===== src/rtl/stream_pattern_gen.sv =====
// stream_pattern_gen
//   Frame-structured test-pattern source. Each frame is emitted as one word per
//   cycle with a dtype tag: FRAME_START, HEADER_START, HEADER_WORDS header words,
//   HEADER_END, then per row ROW_START, num_cols pixels, ROW_END and a row gap.
//   After the last row's gap comes FRAME_END followed by a frame gap.
//   All outputs are registered.
//
// Optional build macro:
//   STREAM_PATTERN_GEN_FRAME_COUNT_EN - adds a DATA_WIDTH frame counter. It is
//   reported on header word HEADER_WORDS-1.
//
// Ports:
//   clk          in   rising-edge clock
//   reset        in   synchronous active-high reset
//   enable       in   permits a frame to start
//   num_cols     in   pixels per row (latched at frame start)
//   num_rows     in   rows per frame (latched at frame start)
//   pattern_sel  in   0 const, 1 col ramp, 2 row ramp, 3 diagonal
//   const_value  in   pixel value for pattern 0
//   dvo          out  data valid
//   dtypeo       out  dtype tag of the current word
//   datao        out  pixel data (pixel words only)
//   meta_datao   out  header data (header words only)
//   busy         out  high from FRAME_START through the end of the frame gap

`ifndef DTYPE_WIDTH
`define DTYPE_WIDTH        4
`endif
`ifndef DTYPE_FRAME_START
`define DTYPE_FRAME_START  4'd1
`endif
`ifndef DTYPE_FRAME_END
`define DTYPE_FRAME_END    4'd2
`endif
`ifndef DTYPE_ROW_START
`define DTYPE_ROW_START    4'd3
`endif
`ifndef DTYPE_ROW_END
`define DTYPE_ROW_END      4'd4
`endif
`ifndef DTYPE_HEADER_START
`define DTYPE_HEADER_START 4'd5
`endif
`ifndef DTYPE_HEADER
`define DTYPE_HEADER       4'd6
`endif
`ifndef DTYPE_HEADER_END
`define DTYPE_HEADER_END   4'd7
`endif
`ifndef DTYPE_PIXEL
`define DTYPE_PIXEL        4'd8
`endif
`ifndef Image_num_cols
`define Image_num_cols     1
`endif
`ifndef Image_num_rows
`define Image_num_rows     2
`endif

module stream_pattern_gen #(
    parameter int PIXEL_WIDTH    = 10,
    parameter int DATA_WIDTH     = 16,
    parameter int NUM_COLS_WIDTH = 11,
    parameter int HEADER_WORDS   = 8,
    parameter int ROW_GAP        = 4,
    parameter int FRAME_GAP      = 16
) (
    input  logic                      clk,
    input  logic                      reset,
    input  logic                      enable,
    input  logic [NUM_COLS_WIDTH-1:0] num_cols,
    input  logic [NUM_COLS_WIDTH-1:0] num_rows,
    input  logic [1:0]                pattern_sel,
    input  logic [PIXEL_WIDTH-1:0]    const_value,
    output logic                      dvo,
    output logic [`DTYPE_WIDTH-1:0]   dtypeo,
    output logic [PIXEL_WIDTH-1:0]    datao,
    output logic [DATA_WIDTH-1:0]     meta_datao,
    output logic                      busy
);

    // Shared counter for header index, row gap and frame gap.
    localparam int CNT_W = 16;

    typedef enum logic [3:0] {
        IDLE, FSTART, HSTART, HDR, HEND, RSTART, PIX, REND, RGAP, FEND, FGAP
    } state_t;

    state_t                    r_state, w_nxt_state;
    logic [CNT_W-1:0]          r_cnt, w_nxt_cnt;
    logic [NUM_COLS_WIDTH-1:0] r_row, w_nxt_row;
    logic [NUM_COLS_WIDTH-1:0] r_col, w_nxt_col;

    logic [NUM_COLS_WIDTH-1:0] r_num_cols, r_num_rows;
    logic [1:0]                r_pat;
    logic [PIXEL_WIDTH-1:0]    r_const;

    logic                      r_dvo, w_dvo;
    logic [`DTYPE_WIDTH-1:0]   r_dtype, w_dtype;
    logic [PIXEL_WIDTH-1:0]    r_data, w_data;
    logic [DATA_WIDTH-1:0]     r_meta, w_meta;
    logic                      r_busy, w_busy;

    logic                      w_start;
    logic                      w_last_row;
    logic                      w_load;

`ifdef STREAM_PATTERN_GEN_FRAME_COUNT_EN
    logic [DATA_WIDTH-1:0]     r_frame_cnt;
`endif

    assign w_start    = enable && (num_cols != '0) && (num_rows != '0);
    assign w_last_row = (r_row == r_num_rows - NUM_COLS_WIDTH'(1));
    // Frame parameters are captured only on entry to FSTART, so mid-frame
    // input changes have no effect.
    assign w_load     = (w_nxt_state == FSTART);

    // Next-state logic. Outputs are decoded from the *next* state/counters so
    // that the registered outputs line up with r_state.
    always_comb begin
        w_nxt_state = r_state;
        w_nxt_cnt   = r_cnt;
        w_nxt_row   = r_row;
        w_nxt_col   = r_col;
        case (r_state)
            IDLE:   if (w_start) w_nxt_state = FSTART;
            FSTART: w_nxt_state = HSTART;
            HSTART: begin
                w_nxt_state = HDR;
                w_nxt_cnt   = '0;
            end
            HDR: begin
                if (r_cnt == CNT_W'(HEADER_WORDS - 1)) w_nxt_state = HEND;
                else                                   w_nxt_cnt   = r_cnt + CNT_W'(1);
            end
            HEND: begin
                w_nxt_state = RSTART;
                w_nxt_row   = '0;
            end
            RSTART: begin
                w_nxt_state = PIX;
                w_nxt_col   = '0;
            end
            PIX: begin
                if (r_col == r_num_cols - NUM_COLS_WIDTH'(1)) w_nxt_state = REND;
                else                                          w_nxt_col   = r_col + NUM_COLS_WIDTH'(1);
            end
            REND, RGAP: begin
                if (r_state == REND && ROW_GAP != 0) begin
                    w_nxt_state = RGAP;
                    w_nxt_cnt   = '0;
                end else if (r_state == RGAP && r_cnt != CNT_W'(ROW_GAP - 1)) begin
                    w_nxt_cnt   = r_cnt + CNT_W'(1);
                end else if (w_last_row) begin
                    w_nxt_state = FEND;
                end else begin
                    w_nxt_state = RSTART;
                    w_nxt_row   = r_row + NUM_COLS_WIDTH'(1);
                end
            end
            FEND, FGAP: begin
                if (r_state == FEND && FRAME_GAP != 0) begin
                    w_nxt_state = FGAP;
                    w_nxt_cnt   = '0;
                end else if (r_state == FGAP && r_cnt != CNT_W'(FRAME_GAP - 1)) begin
                    w_nxt_cnt   = r_cnt + CNT_W'(1);
                end else begin
                    // Back-to-back frames skip IDLE entirely.
                    w_nxt_state = w_start ? FSTART : IDLE;
                end
            end
            default: w_nxt_state = IDLE;
        endcase
    end

    // Output decode for the word that will be presented next cycle.
    always_comb begin
        w_dvo   = 1'b1;
        w_dtype = '0;
        w_data  = '0;
        w_meta  = '0;
        w_busy  = (w_nxt_state != IDLE);
        case (w_nxt_state)
            FSTART: w_dtype = `DTYPE_FRAME_START;
            HSTART: w_dtype = `DTYPE_HEADER_START;
            HDR: begin
                w_dtype = `DTYPE_HEADER;
                if (w_nxt_cnt == CNT_W'(`Image_num_cols))
                    w_meta = DATA_WIDTH'(r_num_cols);
                else if (w_nxt_cnt == CNT_W'(`Image_num_rows))
                    w_meta = DATA_WIDTH'(r_num_rows);
`ifdef STREAM_PATTERN_GEN_FRAME_COUNT_EN
                else if (w_nxt_cnt == CNT_W'(HEADER_WORDS - 1))
                    w_meta = r_frame_cnt;
`endif
            end
            HEND:   w_dtype = `DTYPE_HEADER_END;
            RSTART: w_dtype = `DTYPE_ROW_START;
            PIX: begin
                w_dtype = `DTYPE_PIXEL;
                case (r_pat)
                    2'd0:    w_data = r_const;
                    2'd1:    w_data = PIXEL_WIDTH'(w_nxt_col);
                    2'd2:    w_data = PIXEL_WIDTH'(w_nxt_row);
                    default: w_data = PIXEL_WIDTH'(w_nxt_row) + PIXEL_WIDTH'(w_nxt_col);
                endcase
            end
            REND:   w_dtype = `DTYPE_ROW_END;
            FEND:   w_dtype = `DTYPE_FRAME_END;
            default: w_dvo  = 1'b0;
        endcase
    end

    always_ff @(posedge clk) begin
        if (reset) begin
            r_state    <= IDLE;
            r_cnt      <= '0;
            r_row      <= '0;
            r_col      <= '0;
            r_num_cols <= '0;
            r_num_rows <= '0;
            r_pat      <= '0;
            r_const    <= '0;
            r_dvo      <= 1'b0;
            r_dtype    <= '0;
            r_data     <= '0;
            r_meta     <= '0;
            r_busy     <= 1'b0;
        end else begin
            r_state <= w_nxt_state;
            r_cnt   <= w_nxt_cnt;
            r_row   <= w_nxt_row;
            r_col   <= w_nxt_col;
            if (w_load) begin
                r_num_cols <= num_cols;
                r_num_rows <= num_rows;
                r_pat      <= pattern_sel;
                r_const    <= const_value;
            end
            r_dvo   <= w_dvo;
            r_dtype <= w_dtype;
            r_data  <= w_data;
            r_meta  <= w_meta;
            r_busy  <= w_busy;
        end
    end

`ifdef STREAM_PATTERN_GEN_FRAME_COUNT_EN
    // Counts completed frames; aborted frames (reset) never reach FEND.
    always_ff @(posedge clk) begin
        if (reset)                r_frame_cnt <= '0;
        else if (r_state == FEND) r_frame_cnt <= r_frame_cnt + DATA_WIDTH'(1);
    end
`endif

    assign dvo        = r_dvo;
    assign dtypeo     = r_dtype;
    assign datao      = r_data;
    assign meta_datao = r_meta;
    assign busy       = r_busy;

endmodule


===== config.mk =====
export PLATFORM = sky130hd
export DESIGN_NAME = stream_pattern_gen
export DESIGN_NICKNAME = d
export VERILOG_FILES = /design/src/rtl/stream_pattern_gen.sv
export SDC_FILE = /design/constraint.sdc
export NUM_CORES = 1
export LEC_CHECK = 0
export ABC_AREA = 1
export CAP_MARGIN = 10
export CORE_AREA = 2 2 121 123
export CTS_CLUSTER_DIAMETER = 40
export DETAILED_ROUTE_END_ITERATION = 6
export DIE_AREA = 0 0 123 125
export HOLD_SLACK_MARGIN = 0.08
export PLACE_DENSITY_LB_ADDON = 0.08
export SLEW_MARGIN = 20
export SYNTH_ARGS = -nofsm -noshare
export SYNTH_HDL_FRONTEND = slang
export SYNTH_SLANG_ARGS = --single-unit
export TNS_END_PERCENT = 50

===== constraint.sdc =====
create_clock -name clk -period 8.76 [get_ports clk]
set_clock_uncertainty 0.15 [all_clocks]
set_input_delay 1.752 -clock clk [delete_from_list [all_inputs] [get_ports clk]]
set_output_delay 1.752 -clock clk [all_outputs]
set_load 0.02 [all_outputs]

==> flow_summary.toml <==
[layout]
diodes = 0
drive_above_1_share = 0.0463
final_util = 0.519
nFillCells = 1469
fin_nets = 1105
syn_to_final_growth_pct = 16.5

[critical_path]
r2r_end = "datao[7]"
max_stage_delay_ps = 490
cpMaxStageDelayCell = "o21ai_0"
worst_r2r_path_depth = 23
reg2reg_slack_ps = 4430
criticalPathCategory = "reg2reg"
worst_ep_required_time_ps = 8860
rr_startpoint = "r_num_rows[0]"
worst-path-buf-inv = 4
path_cells = "clkinv_1 > ha_1 > nand2_1 > inv_1 > nand3_1 > nand2_1 > nand3_1 > nor2_1 > nand2_1 > nand2_2 > inv_1 > nand3_1 > o21ai_0 > ha_1 > a21oi_1 > o21ai_0 > a21oi_1 > inv_1 > a21oi_1 > o21ai_0 > xor2_1 > o21ai_0 > a21oi_1"
start_kind = "register"
critPathArrivalTime_ps = 4420
cp-end-kind = "register"
path_max_fanout = 8
crit_family = "compound AO/OA/AOI/OAI gates"

[clock_network]
postCtsSetupBuffers = 0
cts_hold_buf = 0
cts_buffers = 9
cts_tree = "yes"
root_buffer = "clkbuf_16"
clk_path_buf_depth = 2
clk_pin_slew_ps = 70
worstSkewPairLatency_ps = 360
clkSinkCount = 103
cts.repair.resized = 0
h-tree-depth = 3

[detailed_routing]
vias = 6386
dr.first_iter.drc_count = 516
drc_errors = 0
antenna_left = 0
drtPass1Iterations = 5
post_drt_wl_per_cell_um = 14.2
viasPerCell = 5.14
routed_wl_mm = 17.7

[global_route]
globalRouteTotalUtil = 0.237
first_global_vias = 5854
grt_pass1_wl_mm = 29.0
grt_overflow = 0
grt_max_degree = 53
antenna_found_initial = 0

[synthesis]
synthTopCellsByArea = "dfxtp_1 33%, nand2_1 13%, nand3_1 8.3%"
async_flop_share = 0
ys_ff_latch = 103
synth-main-ff-cell = "dfxtp_1"
synth_edf_count = 0
synth_top_area_frac = 0.326
yosysMostFrequentCell = "nand2_1"
seq_area_frac_synth = 0.326
synth.avg_cell_area_um2 = 6.31
yosys-top-cells-count = "222 x nand2_1, 133 x nor2_1, 114 x inv_1, 105 x nand3_1, 103 x dfxtp_1"
synth_area_um2 = 6330
ys_types = 44
yosysWarnings = 0
netlist_instances = 1003
synth_top_cell_by_area = "dfxtp_1"

[hold_path]
hold_depth = 2
hp-class = "reg2reg"
min_from = "r_const[2]"
hold_end = "r_const[2]"

[power_and_ir_drop]
power_density_nw_per_um2 = 168
switching_power_w = 0.000403
peakVddDrop_mv = 0.0915
pwr-share-comb = 0.233
power_frac_seq = 0.427
p_leak_nw = 3.16
switching_share = 0.326
clkPwrFrac = 0.339
internal-power_w = 0.000834

[floorplan]
fp.dieArea_um2 = 15400
num_rows = 44
io_pins = 69
die_w_um = 123
core_um2 = 14200
die_h_um = 125
start_util = 0.445

[place]
routabilityCongestion = 0.875
portBuffers = 63
dp_hpwl_mm = 13.8

[timing]
fin_crit_sh = 0.494
setup_viol = 0
rsz0062_at_grt = "no"
hold_violations = 0
tightest_slew_ps = 858
post-route-min-period_ps = 4330
setup-tns-final_ps = 0
slew_headroom = 0.427
fmax_ghz = 0.231
drv_slew = 0

[run]
drv_cap = 0

[outcome]
run_status = "finished, final reports clean"
## power by group through the flow
stage          registers [W]  logic, W  clock network, W
2_1_floorplan       0.000532  0.000204                 0
3_3_place_gp        0.000539  0.000288                 0
3_5_place_dp        0.000538  0.000288                 0
4_1_cts             0.000528  0.000289          0.000430
5_1_grt             0.000531  0.000329          0.000444
6_report            0.000528  0.000288          0.000420
## logic make-up after synthesis
| logic type | Yosys count | synth area share |
|---|---|---|
| other cells | 1 | 0.000593 |
| buf+inv | 158 | 0.102 |
| flops | 103 | 0.326 |
| fa+ha+maj | 15 | 0.0308 |
| compound gates | 181 | 0.151 |
| simple gates | 528 | 0.365 |
| xor+xnor | 17 | 0.0235 |
## worst min-delay path: stages, from the launching register on
cell and delay, ps:
dfxtp_1 300, inv_1 60, a21oi_1 60
## final cells by class
cell class                 instances  area, um^2  share of cell area
tap                              184         230              0.0312
inverter                         125         469              0.0637
timing repair buffer              68         668              0.0907
clock inverter                     5        63.8             0.00866
clock buffer                      11         243              0.0329
multi-input combinational        746        3630               0.493
sequential                       103        2060               0.280
## worst max-delay path by stage
| stage | startpoint | cells past startpoint | endpoint |
|---|---|---|---|
| 3_5_place_dp | num_rows[8] | 10 | r_num_rows[10] |
| 2_1_floorplan | r_num_cols[0] | 25 | datao[8] |
| 6_report | r_num_rows[0] | 23 | datao[7] |
| 4_1_cts | r_num_cols[0] | 24 | datao[8] |
| 5_1_grt | r_num_rows[0] | 23 | datao[7] |
| 3_3_place_gp | num_rows[0] | 10 | r_num_rows[10] |
## metal layers
metal  wire length (um)  track usage  vias to the layer above
li1                   -            -                     3366
met1               8430        0.328                     2835
met2               8120        0.382                      167
met3                793       0.0301                       18
met4                312       0.0769                        0
met5                  0            0                        -
## state kept, by name, indices dropped and copies added (netlist names), 10 cells and up
name,flops
r_col,11
r_row,11
r_num_cols,11
r_num_rows,11
meta_datao,11
r_cnt,16
datao,10
r_const,10
## per-stage QoR
| step | setup slack, ps | area [um^2] | std cells | hold WS [ps] | power (W) |
|---|---|---|---|---|---|
| detailed placement | 4350 | 7060 | 1226 | 303 | 0.000826 |
| finish | 4430 | 7370 | 1242 | 312 | 0.00124 |
| global placement | 4370 | 7060 | 1226 | 307 | 0.000826 |
| CTS | 4470 | 7370 | 1242 | 313 | 0.00125 |
| global route | 4010 | 7370 | 1242 | 340 | 0.00130 |
| floorplan | 5040 | 6340 | 1007 | 274 | 0.000736 |
## cells in the final DEF, fill, tap and decap left out, types with 3 or more instances in the layout
master / count
nor2_1: 133
dfxtp_1: 103
nor4_1: 6
nor2_2: 5
inv_2: 7
xor2_1: 10
nand2_2: 4
and2_1: 3
clkdlybuf4s50_1: 63
ha_1: 14
xnor2_1: 7
nand3_2: 5
nor3_1: 17
a22oi_1: 3
buf_4: 5
nand3_1: 105
inv_1: 114
a31oi_1: 5
o21ai_0: 83
or2_2: 4
conb_1: 5
clkinv_1: 4
clkbuf_16: 9
nand3b_1: 5
o211ai_1: 5
a21oi_1: 74
a41oi_1: 3
nand2_1: 222
nand4_1: 13
No activity file was read; power rests on OpenSTA's default activity.
